File: config.mk
export PLATFORM = sky130hd
export DESIGN_NAME = instruction_fetch
export DESIGN_NICKNAME = d
export VERILOG_FILES = /design/src/rtl/instruction_fetch_pkg.sv /design/src/rtl/fetch_buffer.sv /design/src/rtl/instruction_fetch.sv
export SDC_FILE = /design/constraint.sdc
export NUM_CORES = 1
export LEC_CHECK = 0
export ABC_AREA = 1
export BUFFER_PORTS_ARGS = -buffer_cell sky130_fd_sc_hd__buf_2
export CAP_MARGIN = 0
export CORE_ASPECT_RATIO = 1.4
export CORE_MARGIN = 2
export CORE_UTILIZATION = 45
export CTS_CLUSTER_DIAMETER = 30
export CTS_CLUSTER_SIZE = 25
export DETAILED_ROUTE_END_ITERATION = 10
export PLACE_DENSITY = 0.73
export SYNTH_ARGS = -nofsm -noshare
export SYNTH_HDL_FRONTEND = slang
export SYNTH_SLANG_ARGS = --single-unit
File: constraint.sdc
create_clock -name clk -period 7.45 [get_ports clk]
set_input_delay 0.745 -clock clk [delete_from_list [all_inputs] [get_ports clk]]
set_output_delay 0.745 -clock clk [all_outputs]
set_load 0.02 [all_outputs]
File: src/rtl/instruction_fetch_pkg.sv
// instruction_fetch_pkg: shared widths, reset PC, fetch state encoding and buffer entry type
package instruction_fetch_pkg;
  localparam int INSTR_WIDTH = 32;
  localparam logic [31:0] PC_STEP = 32'd4;
  localparam logic [31:0] DEFAULT_RESET_PC = 32'h0000_0000;
  typedef enum logic [1:0] {IDLE, FETCH, HOLD, DROP} fetch_state_t;
  typedef struct packed {
    logic [INSTR_WIDTH-1:0] word;
    logic [31:0] pc;
  } fetch_entry_t;
endpackage

File: src/rtl/fetch_buffer.sv
// fetch_buffer: 2-entry FIFO of {word, pc}; entry 0 is always the head
module fetch_buffer import instruction_fetch_pkg::*; (
  input  logic         clk,
  input  logic         reset,
  input  logic         push,
  input  logic         pop,
  input  logic         clear,
  input  fetch_entry_t din,
  output fetch_entry_t head,
  output logic         full,
  output logic         empty,
  output logic [1:0]   count
);
  fetch_entry_t mem [2];
  logic pop_ok, push_ok, wr;
  assign empty = count == 2'd0;
  assign full = count == 2'd2;
  assign pop_ok = pop & !empty;
  assign push_ok = push & (!full | pop_ok);
  // slot the pushed word lands in once the pop has shifted the queue
  assign wr = count[0] ^ pop_ok;
  assign head = mem[0];
  always_ff @(posedge clk or posedge reset)
    if (reset) begin
      count <= '0;
      mem[0] <= '0;
      mem[1] <= '0;
    end else if (clear) begin
      count <= '0;
    end else begin
      if (pop_ok) mem[0] <= mem[1];
      if (push_ok) mem[wr] <= din;
      count <= count + {1'b0, push_ok} - {1'b0, pop_ok};
    end
endmodule

File: src/rtl/instruction_fetch.sv
// instruction_fetch: single-outstanding-request fetch unit with branch redirect and 2-entry buffer
module instruction_fetch import instruction_fetch_pkg::*; #(
  parameter logic [31:0] RESET_PC = DEFAULT_RESET_PC,
  parameter int BUF_DEPTH = 2
) (
  input  logic                   clk,
  input  logic                   reset,
  output logic                   imemReq,
  output logic [31:0]            imemAddr,
  input  logic                   imemAck,
  input  logic [INSTR_WIDTH-1:0] imemData,
  input  logic                   branchTaken,
  input  logic [31:0]            branchTarget,
  output logic [INSTR_WIDTH-1:0] instruction,
  output logic [31:0]            instrPC,
  output logic                   instrValid,
  input  logic                   instrReady
);
  fetch_state_t state, state_n;
  logic [31:0] addr, addr_n, fetch_pc, pc_n, tgt;
  logic push, pop, full, empty;
  logic [1:0] count;
  logic [2:0] occ_push;
  fetch_entry_t entry, head;
  assign tgt = branchTarget & ~32'd3;
  assign pop = instrValid & instrReady;
  assign occ_push = {1'b0, count} + 3'd1 - {2'b0, pop};
  assign entry = '{word: imemData, pc: addr};
  always_comb begin
    state_n = state;
    addr_n = addr;
    pc_n = fetch_pc;
    push = 1'b0;
    case (state)
      IDLE: begin
        state_n = FETCH;
        addr_n = branchTaken ? tgt : addr;
        pc_n = addr_n;
      end
      FETCH: begin
        if (imemAck) begin
          push = !branchTaken;
          pc_n = branchTaken ? tgt : addr + PC_STEP;
          addr_n = pc_n;
          state_n = (branchTaken || occ_push < 3'(BUF_DEPTH)) ? FETCH : HOLD;
        end else if (branchTaken) begin
          state_n = DROP;
          pc_n = tgt;
        end
      end
      HOLD: begin
        state_n = (branchTaken || pop || !full) ? FETCH : HOLD;
        addr_n = branchTaken ? tgt : addr;
        pc_n = addr_n;
      end
      DROP: begin
        // the old address stays on the bus until its response is swallowed
        pc_n = branchTaken ? tgt : fetch_pc;
        state_n = imemAck ? FETCH : DROP;
        addr_n = imemAck ? pc_n : addr;
      end
      default: state_n = IDLE;
    endcase
  end
  always_ff @(posedge clk or posedge reset)
    if (reset) begin
      state <= IDLE;
      addr <= RESET_PC;
      fetch_pc <= RESET_PC;
    end else begin
      state <= state_n;
      addr <= addr_n;
      fetch_pc <= pc_n;
    end
  fetch_buffer u_buf (
    .clk   (clk),
    .reset (reset),
    .push  (push),
    .pop   (pop),
    .clear (branchTaken),
    .din   (entry),
    .head  (head),
    .full  (full),
    .empty (empty),
    .count (count)
  );
  assign imemReq = state == FETCH || state == DROP;
  assign imemAddr = addr;
  assign instrValid = !empty;
  assign instruction = head.word;
  assign instrPC = head.pc;
endmodule
-- Word-level counts from Yosys, hierarchy flattened
Cells that the tools add are included.
W data, S select, Z words.
- register bits after elaboration: 196
- logic and storage cells: 66
- output and inout port bits: 98
- input port bits: 69
- eq/ne operators: 7
- magnitude comparators: 3
- reduce and logical (&&, ||, !) cells: 13
- add/subtract/negate cells: 5
- bitwise gates (word level): 7
- mux-type cells: 23
- operators with widths (cell ; number):
    $mux W32 ; 6
    $mux W64 ; 3
    $pmux W32 S3 ; 2
    $bwmux W128 ; 1
    $mux W128 ; 1
    $demux W64 S1 ; 1
    $add A32 B3 Y32 const B ; 1
    $mux W2 ; 6
    $pmux W2 S4 ; 1
    $eq A2 B2 Y1 const B ; 3
    $logic_not A2 Y1 ; 2
    $logic_or A1 B1 Y1 ; 4
    $ne A2 B2 Y1 const B ; 2
    $reduce_and A2 Y1 ; 2
    $add A2 B1 Y3 const B ; 1
    $and A1 B1 Y1 ; 3
    $logic_not A1 Y1 ; 3
    $lt A3 B2 Y1 const B ; 1
    $ne A3 B3 Y1 const B ; 1
    $sub A3 B1 Y3 ; 1
    $add A2 B1 Y2 ; 1
    $eq A2 B1 Y1 const B ; 1
    $ge A2 B2 Y1 const B ; 1
    $lt A2 B1 Y1 const B ; 1
    8 further kinds ; 9

-- Logic depth before layout (Yosys ltp)
Gate-level depths: netlist of the first run.
- word-level depth: 12
- depth in mapped cells: 12
- mapped depth without buffers: 12

-- By module
From an unflattened synthesis of the first run, not the netlist that was laid out.
- cell total of the unflattened synthesis: 1625
- area total of the unflattened synthesis: 11573.6 um^2
- modules (own cells, without submodules) (module ; cells an instance ; instances ; area each (um^2) ; sequential area each (um^2)):
    fetch_buffer ; 924 ; 1 ; 7015.5 ; 3253.1
    instruction_fetch ; 701 ; 1 ; 4558.1 ; 1651.6

-- Worst setup path after synthesis of the first run
OpenSTA, ideal clock, no wires.
- path kind: flip-flop to flip-flop
- from: reg u_buf.count[1]
- to: reg with a tool-made name
- setup slack: 5.005 ns
- buffers on the path: 3
- arrival: 2.318 ns
- setup time: 0.127 ns
- data required time: 7.323 ns
- clock period less this slack: 2.445 ns
- cell stages (with the launch flop): 11
- cells stage by stage: dfrtp_1 > or2_2 > nand2_1 > clkinv_1 > buf_2 > ha_1 > inv_1 > nand2_1 > buf_2 > buf_6 > mux2_1
- RTL lines (item ; line ; source):
    start, declared ; fetch_buffer.sv:12 ; output logic [1:0] count
    start signal, assigned ; fetch_buffer.sv:33 ; count <= count + {1'b0, push_ok} - {1'b0, pop_ok};

-- Final worst setup path of the first run
- from: reg u_buf.count[1]
- to: reg u_buf.mem, in the netlist u_buf.head[27]
- word-level cells in the longest chain between the ends: 12
- elaborated cells on any way between the ends: 19
- RTL lines (item ; line ; source):
    $logic_not A2 Y1 ; fetch_buffer.sv:16 ; assign empty = count == 2'd0;
    $logic_not A1 Y1 ; fetch_buffer.sv:18, instruction_fetch.sv:89 ;
    $and A1 B1 Y1 ; instruction_fetch.sv:26 ; assign pop = instrValid & instrReady;
    $and A1 B1 Y1 ; fetch_buffer.sv:18 ; assign pop_ok = pop & !empty;
    $xor A1 B1 Y1 ; fetch_buffer.sv:21 ; assign wr = count[0] ^ pop_ok;
    $not A1 Y2 (not written as such) ; fetch_buffer.sv:32 ; if (push_ok) mem[wr] <= din;
    $ge A2 B2 Y1 (not written as such) / $lt A2 B1 Y1 (equally long branches) ; fetch_buffer.sv:32 ;
    $logic_and A1 B1 Y1 (not written as such) ; fetch_buffer.sv:32 ;
    $mux W64 (not written as such) ; fetch_buffer.sv:32 ;
    $demux W64 S1 ; fetch_buffer.sv:32 ;
    $bwmux W128 ; fetch_buffer.sv:32 ;
    $mux W128 * ; fetch_buffer.sv:32 ;
    end signal, assigned by index ; fetch_buffer.sv:32 ;
    end, declared ; fetch_buffer.sv:14 ; fetch_entry_t mem [2];
Every way passes the cells marked *; elsewhere a longest branch is shown, timed or not. The select of a mux whose other input is x is not followed.
A chain may end at the register's enable or synchronous reset.

==> run metrics, run 1 <==
antenna-violating nets left 0; CTS clk-pin slew, worst paths 70 ps; worst path arrival time 4730 ps; number of I/O pins 167; Synth area leaders dfrtp_1 (46%), nand2_1 (14%), nand3_1 (6.7%), o21ai_0 (5.6%), buf_4 (4.5%); Post CTS Setup Buffer Count 0; cell taking the most area after synthesis dfrtp_1; largest net degree at the start of global routing 124; GRT Residual Overflow 0; global-route wire length before repair 49100 um; CP Max Fanout 106; CTS buffer count 17; Synth Area in Adders 0.004670; final hold violation count 0; mux cell area share after synthesis 0.01891; pre-CTS setup slack 2905 ps; Max VDD drop 192.0 uV; CP Class reg -> reg; flops & latches, synth 196; IO buf count 164; top_reg_cell synth dfrtp_1; Max-slew headroom 0.2688; DR WL/cell 17.29 um; ANT cells 0; xor and xnor area share after synthesis 0.001634; worst hold path class in -> async; Core ar. 0.02329 mm^2; Fin Setup TNS 0 ps; post-synthesis compound-gate area fraction 0.1386; nets 1534; min Tclk post-route 4444 ps; Post-synth EDFFs 0; cell row count 66; DR vias/cell 5.542; worst path cell trace or2_2 -> nand2_1 -> buf_4 -> clkinv_1 -> ha_1 -> nand2_4 -> buf_4 -> nand3_1 -> o21ai_0 -> o21ai_0; mapped cell area 0.01072 mm^2; PnR worst setup slack 3006 ps; slowest cell on the critical path clkinv_1; clock sink total 196; # Max-Cap Violations 0; Layout fillers 2344; Tot GR Track Use 0.2454; Seq/Total Area, Yosys 0.4576; crit-path max cell delay 840 ps; Final Max Slew Viols 0; endpoints failing setup 0; Data required, critical path 7740 ps; DRT Pass-1 Iters 6; # DRC 0; PwrDens 383.2 mW/mm^2; largest family of logic cells by synthesized area simple AND/OR/NAND/NOR gates; clock skew 11.24 ps; number of global-route vias before repair 9374; Distinct cells, synth 32; status finished clean; DP Wirelength 20450 um; clock tree buffer depth 2; share of post-route cells with drive strength above 1 0.1541; Async SR Flop Fraction 1.000; post-synthesis area per instance 7.574 um^2; worst-margin pin slew 1097 ps; Area growth, synth to finish 10.13%; Placer Congestion 0.9343; top-area cell type share of the netlist area 0.4576; die height 186.6 um; post_cts resized 0; antenna violations before repair 0; routed vias 9860; Critical Path End Type flip-flop; CTS Root Cell clkbuf_16; Initial Util 0.4602; Critical Path Start Type flip-flop; CTS tree yes; Synth Net Count 1488; RSZ-0062 raised after global routing no; final design utilization 0.5069; drt initial violations 774; crit-path leading delay family buffers and inverters; fmax 225.0 MHz; YS warnings 0; WL final 30760 um; die area 0.02509 mm^2; Die Wd 134.4 um; H-tree depth 4; most frequent cells after synthesis nand2_1 (395), dfrtp_1 (196), nand3_1 (143); worst path bufs/invs 3; worst hold slack 472.8 ps; CTS Hold Buffers Added 0; count leader, synth nand2_1; simple-gate portion of the synthesized area 0.2690; Pleak 0.005815 uW; Synth Instances 1415; Final Cycle Share 0.5965; clk_lat worst skew 440 ps
area by class of cell:
| type | instances | area, um^2 | area share |
|---|---|---|---|
| tap | 306 | 382.9 | 0.03244 |
| clock inverter | 12 | 156.4 | 0.01325 |
| timing repair buffer | 173 | 890.9 | 0.07547 |
| clock buffer | 19 | 442.9 | 0.03752 |
| multi-input combinational | 979 | 4666 | 0.3953 |
| inverter | 94 | 360.3 | 0.03053 |
| sequential | 196 | 4905 | 0.4155 |
report_power, final:
part	total, uW	internal [uW]	leakage [uW]	switching, uW
clock network	954	536	0.000281	417
logic	1730	582	0.00311	1150
registers	1840	1510	0.00242	334
total	4520	2630	0.00581	1900
cell usage in the layout, fill, tap and decap left out, drive strengths merged, types with 3 or more instances in the layout:
master and n:
mux2 18, clkbuf 19, nor3 19, o21ai 120
o22ai 20, nand4 11, nand2 396, clkinvlp 4
buf 173, nand3 143, a22oi 3, ha 4
o221ai 23, o211ai 31, nor2 128, a21oi 54
clkinv 7, bufinv 3, a31oi 4, inv 92
dfrtp 196
kinds of logic after synthesis:
logic type      after synthesis
simple gates                699
compound gates              256
buf+inv                     240
flops                       196
mux                          18
fa+ha+maj                     4
xor+xnor                      2
stage by stage:
stage / total power, uW / instances / area, um^2
global placement: 3513 / 1748 / 11200
detailed placement: 3582 / 1748 / 11200
floorplan: 3197 / 1415 / 10720
global route: 4829 / 1779 / 11800
CTS: 4541 / 1779 / 11800
finish: 4523 / 1779 / 11800
path summary, 6_finish.rpt:
kind / startpoint / depth (start not counted) / end / slack (ps)
max: u_buf.count[1]$_DFF_PP0_ / 10 / u_buf.head[27]$_DFFE_PP0N_ / 3010
min: reset / 2 / u_buf.head[58]$_DFFE_PP0N_ / 470
max reg2reg: u_buf.count[1]$_DFF_PP0_ / 10 / u_buf.head[27]$_DFFE_PP0N_ / 3010
min reg2reg: flip-flop / 2 / flip-flop / 490
max in group asynchronous: reset / 3 / async pin / 5420
min in group clk: flip-flop / 2 / flip-flop / 490
layer usage:
metal / track usage / share of wire / up-vias
li1: - / - / 4727
met2: 0.4195 / 0.49 / 423
met5: 0 / 0 / -
met1: 0.3059 / 0.41 / 4630
met4: 0.09919 / 0.036 / 0
met3: 0.04265 / 0.068 / 80
Note: power is estimated with default switching activity, not from simulation.
==> run 2: changes to the inputs <==
ABC_AREA = 0   (was 1)
PLACE_DENSITY = 0.75   (was 0.73)
clock period = 3.7 ns   (was 7.45 ns; I/O delays follow)
==> run metrics, run 2 <==
worst hold slack 174.0 ps; share of post-route cells with drive strength above 1 0.2589; number of I/O pins 167; PwrDens 814.1 mW/mm^2; cell row count 67; Distinct cells, synth 64; CTS buffer count 17; top_reg_cell synth dfrtp_1; H-tree depth 4; CP Max Fanout 11; mapped cell area 0.01078 mm^2; Cells after DPL 1451; global-route wire length before repair 44260 um; count leader, synth dfrtp_1; Final Cell Area 0.01197 mm^2; Critical Path Start Type flip-flop; DRT Pass-1 Iters 6; Tot GR Track Use 0.2195; Core ar. 0.02372 mm^2; DP Wirelength 18550 um; largest net degree at the start of global routing 66; Seq/Total Area, Yosys 0.4550; switch share 0.4126; routed vias 8537; drt initial violations 818; status finished clean; IO buf count 164; fmax 390.8 MHz; Critical Path End Type flip-flop; commonest non-fill, non-tap cell in the layout dfrtp_1; die height 187.1 um; Comb pwr share 0.404; Final Max Slew Viols 0; Area growth, synth to finish 11.04%; most frequent cells in the layout dfrtp_1 (195), buf_2 (163), nor2_1 (106); most frequent cells after synthesis dfrtp_1 (196), nor2_1 (107), a21oi_1 (98); Final Non-Filler Cells 1485; post_cts resized 0; clock sink total 196; Power Internal 5724 uW; # DRC 0; DR vias/cell 5.749; CTS tree yes; Initial Util 0.4544; endpoints failing setup 0; clock tree buffer depth 2; Final Cycle Share 0.6915; cell taking the most area after synthesis dfrtp_1; Clock Power Share 0.192; clock skew 14.63 ps; worst path arrival time 2900 ps; nets 1234; Layout fillers 2133; Post-synth EDFFs 0; clk_lat worst skew 450 ps; final hold violation count 0; Synth Net Count 1182; number of global-route vias before repair 8456; flops & latches, synth 196; DR WL/cell 18.54 um; worst-margin pin slew 813.8 ps; top-area cell type share of the netlist area 0.4550; post-synthesis area per instance 9.720 um^2; RSZ-0062 raised after global routing no; Async SR Flop Fraction 1.000; CP Class reg -> reg; Switch Pwr 4020 uW; YS warnings 0; Placed Area 0.01136 mm^2; Data required, critical path 4040 ps; CTS clk-pin slew, worst paths 80 ps; Synth area leaders dfrtp_1 (46%), mux2_2 (7.1%), mux2i_1 (7.0%), buf_4 (5.2%), a21oi_1 (4.6%); Max VDD drop 400.4 uV; Reg power frac 0.404; GRT Residual Overflow 0; Max-slew headroom 0.4538; Die Wd 134.8 um; CTS Root Cell clkbuf_16; antenna-violating nets left 0; WL final 27530 um; Synth Instances 1109; antenna violations before repair 1; final design utilization 0.5045; Placer Congestion 0.9032; Pleak 0.005238 uW; min Tclk post-route 2559 ps; # Max-Cap Violations 0; die area 0.02523 mm^2; worst hold path class in -> reg; Fin Setup TNS 0 ps
-- run 2: cell types whose count changed after synthesis, sizes merged, moves of 14 or more --
cell    before  now
xnor2        1   15
buf        100  118
nand2b       0   21
a21oi       54   98
mux2i        0   75
nand3      143   25
o211ai      31   14
o221ai      23    7
mux2        18   68
o21ai      120   41
nand2      396   77
nor2       128  107
inv         91   20
-- run 2: area by class of cell --
cell class	instances	area [um^2]	area share
Tap cell	310	387.9	0.03241
Inverter	20	78.83	0.006586
Multi-Input combinational cell	736	4917	0.4108
Sequential cell	196	4906	0.4099
Clock buffer	18	429.2	0.03586
Antenna cell	1	2.502	0.0002091
Clock inverter	14	163.9	0.01369
Timing Repair Buffer	190	1084	0.09053
-- run 2: logic make-up after synthesis --
| logic type | synth area share |
|---|---|
| mux | 0.1407 |
| compound gates | 0.1588 |
| buf+inv | 0.09124 |
| xor+xnor | 0.01706 |
| flops | 0.4550 |
| fa+ha+maj | 0.004643 |
| simple gates | 0.1326 |
-- run 2: path summary, 6_finish.rpt --
check                      slack, ps                     from  cells past startpoint                   endpoint
max                             1140  imemAddr[2]$_DFFE_PP0P_                      6   imemAddr[24]$_DFFE_PP0P_
min                              170              imemData[0]                      2                  flip-flop
max reg2reg                     1140  imemAddr[2]$_DFFE_PP0P_                      6   imemAddr[24]$_DFFE_PP0P_
min reg2reg                      510                flip-flop                      1                  flip-flop
max in group asynchronous       2470                    reset                      4                  async pin
min in group asynchronous        510                    reset                      3  u_buf.head[6]$_DFFE_PP0N_
-- run 2: stage by stage --
| stage | setup WS [ps] | total power [uW] |
|---|---|---|
| floorplan | 797.6 | 7169 |
| global placement | 1059 | 7742 |
| detailed placement | 985.7 | 7900 |
| CTS | 1144 | 9794 |
| global route | 972.1 | 10370 |
| finish | 1141 | 9744 |
-- run 2: power by group through the flow --
stage / Clock [uW] / Sequential (uW) / Combinational [uW]
after global routing: 2000 / 4070 / 4310
after detailed placement: 0 / 3970 / 3930
after global placement: 0 / 3900 / 3840
after floorplan: 0 / 3740 / 3430
final: 1870 / 3940 / 3930
after CTS: 1920 / 3930 / 3950
-- run 2: worst max-delay path, cell delays in order (launching register included) --
cell and delay [ps]:
dfrtp_1 550, ha_1 290, and3_1 390, nand4_4 200
or4_4 550, o311a_1 310, o22a_1 170
-- run 2: repair_timing --
action	4_1_cts	5_1_grt
setup buffers	0	0
hold endpoints to repair	15	0
hold buffers	1	0
-- run 2: per-layer routing --
metal,vias to the layer above,wire [um],global-route usage
met5,-,0,0
met4,0,1162,0.1117
met3,84,1900,0.05095
met2,365,13270,0.3606
met1,4090,11200,0.2681
li1,3998,-,-
==> run 3: changes to the inputs <==
clock period = 2.1 ns   (was 3.7 ns; I/O delays follow)
==> run metrics, run 3 (same netlist as run 2, synthesis figures left out) <==
Final Cycle Share 0.9637; nets 1314; clk_lat worst skew 450 ps; Final Cell Area 0.01282 mm^2; DR vias/cell 5.766; min Tclk post-route 2024 ps; CTS buffer count 17; crit-path max cell delay 520 ps; PwrDens 1416 mW/mm^2; Cells after DPL 1522; Register Area 0.004906 mm^2; Tot GR Track Use 0.2296; number of global-route vias before repair 8927; IO buf count 164; Data required, critical path 2440 ps; crit-path leading delay family simple AND/OR/NAND/NOR gates; clock sink total 196; worst-margin pin slew 708.0 ps; fmax 494.1 MHz; Initial Util 0.4544; worst path cell trace ha_1 -> and3_1 -> nand4_4 -> or4_4 -> o311a_1 -> o22a_1; worst path bufs/invs 0; antenna-violating nets left 0; CTS clk-pin slew, worst paths 80 ps; status finished clean; Max VDD drop 678.2 uV; Final Max Slew Viols 0; antenna violations before repair 1; most frequent cells in the layout dfrtp_1 (195), buf_2 (163), nor2_1 (106); worst hold path class in -> reg; Layout fillers 2079; worst path arrival time 2360 ps; DR WL/cell 19.00 um; H-tree depth 4; DRT Pass-1 Iters 5; commonest non-fill, non-tap cell in the layout dfrtp_1; HP Start imemData[25]; grt met2 use 0.3948; Placed Area 0.01202 mm^2; cell row count 67; die area 0.02523 mm^2; endpoints failing setup 0; drt initial violations 718; clock tree buffer depth 2; Die Wd 134.8 um; met3 global-route usage 0.04390; final hold violation count 0; Area growth, synth to finish 18.91%; Core ar. 0.02372 mm^2; CP Class reg -> reg; Hold Crit Depth 2; area of the multi-input gates 0.004959 mm^2; Post CTS Setup Buffer Count 0; Setup crit start imemAddr[2]$_DFFE_PP0P_; DP Wirelength 20080 um; worst hold slack 12.22 ps; slowest cell on the critical path or4_4; Most Used Layer, Global Route met2; WL final 29710 um; CTS tree yes; GRT Residual Overflow 0; Pleak 0.005692 uW; Critical Path End Type flip-flop; Max-slew headroom 0.5263; PnR worst setup slack 76.17 ps; CTS Root Cell clkbuf_16; Final Non-Filler Cells 1564; Placer Congestion 0.9059; die height 187.1 um; share of post-route cells with drive strength above 1 0.3073; Critical Path Start Type flip-flop; pre-CTS setup slack -9.813 ps; RR Startpoint imemAddr[2]$_DFFE_PP0P_; grt met1 use 0.2748; routed vias 9018; CP Max Fanout 2; number of I/O pins 167; # Max-Cap Violations 0; Worst path depth 6; largest net degree at the start of global routing 67; clock skew 13.42 ps; global-route wire length before repair 45950 um; # DRC 0; Register-to-Register Path Depth 6
## run 3: changes by cell type in the layout (fill, tap and decap cells not counted), moves of 2 or more
cell           previous run  this run
dlygate4sd3_1             1         3
buf_12                    5        15
clkbuf_16                17        21
buf_4                    21        82
and3_4                    0         2
## run 3: repair_timing
item                       in CTS  in global routing
setup endpoints to repair       8                 77
hold buffers                    2                  1
hold endpoints to repair       14                  1
cloned                          1                  6
resized for setup               3                  5
## run 3: layout make-up
cell class / count / area share
Antenna cell: 1 / 0.0001952
Clock buffer: 19 / 0.03456
Clock inverter: 12 / 0.01093
Inverter: 20 / 0.006150
Multi-Input combinational cell: 737 / 0.3869
Sequential cell: 196 / 0.3828
Tap cell: 310 / 0.03026
Timing Repair Buffer: 269 / 0.1483
## run 3: metrics by stage
stage | utilization | power (uW) | TNS (ps)
after floorplan | - | 12660 | -126070
after CTS | 0.5336 | 18030 | 0
after global placement | 0.5067 | 14370 | 0
final | 0.5403 | 18150 | 0
after detailed placement | 0.5067 | 14690 | -9.813
after global routing | 0.5403 | 19260 | -5.475
## run 3: final timing paths
check                                                 to  slack [ps]
worst max-delay path            imemAddr[24]$_DFFE_PP0P_          80
worst min-delay path                           flip-flop          10
worst max register to register  imemAddr[24]$_DFFE_PP0P_          80
worst min register to register                 flip-flop         510
max in group asynchronous                      async pin        1020
min in group asynchronous        imemAddr[2]$_DFFE_PP0P_         360
## run 3: report_power, final
| part | leakage [uW] | internal [uW] | switching, uW |
|---|---|---|---|
| combinational | 0.00309 | 3620 | 4740 |
| clock | 0.000283 | 1710 | 1570 |
| sequential | 0.00232 | 5470 | 1030 |
## run 3: worst reg2reg max path, stage by stage (launching register included)
cell and delay [ps]:
dfrtp_1 350, ha_1 170, and3_1 260, nand4_4 140
or4_4 520, o311a_1 300, o22a_1 180
## run 3: routing by layer
layer / vias to the layer above / wire [um]
li1: 4165 / -
met1: 4421 / 11630
met2: 360 / 15190
met3: 72 / 1865
met4: 0 / 1028
met5: - / 0
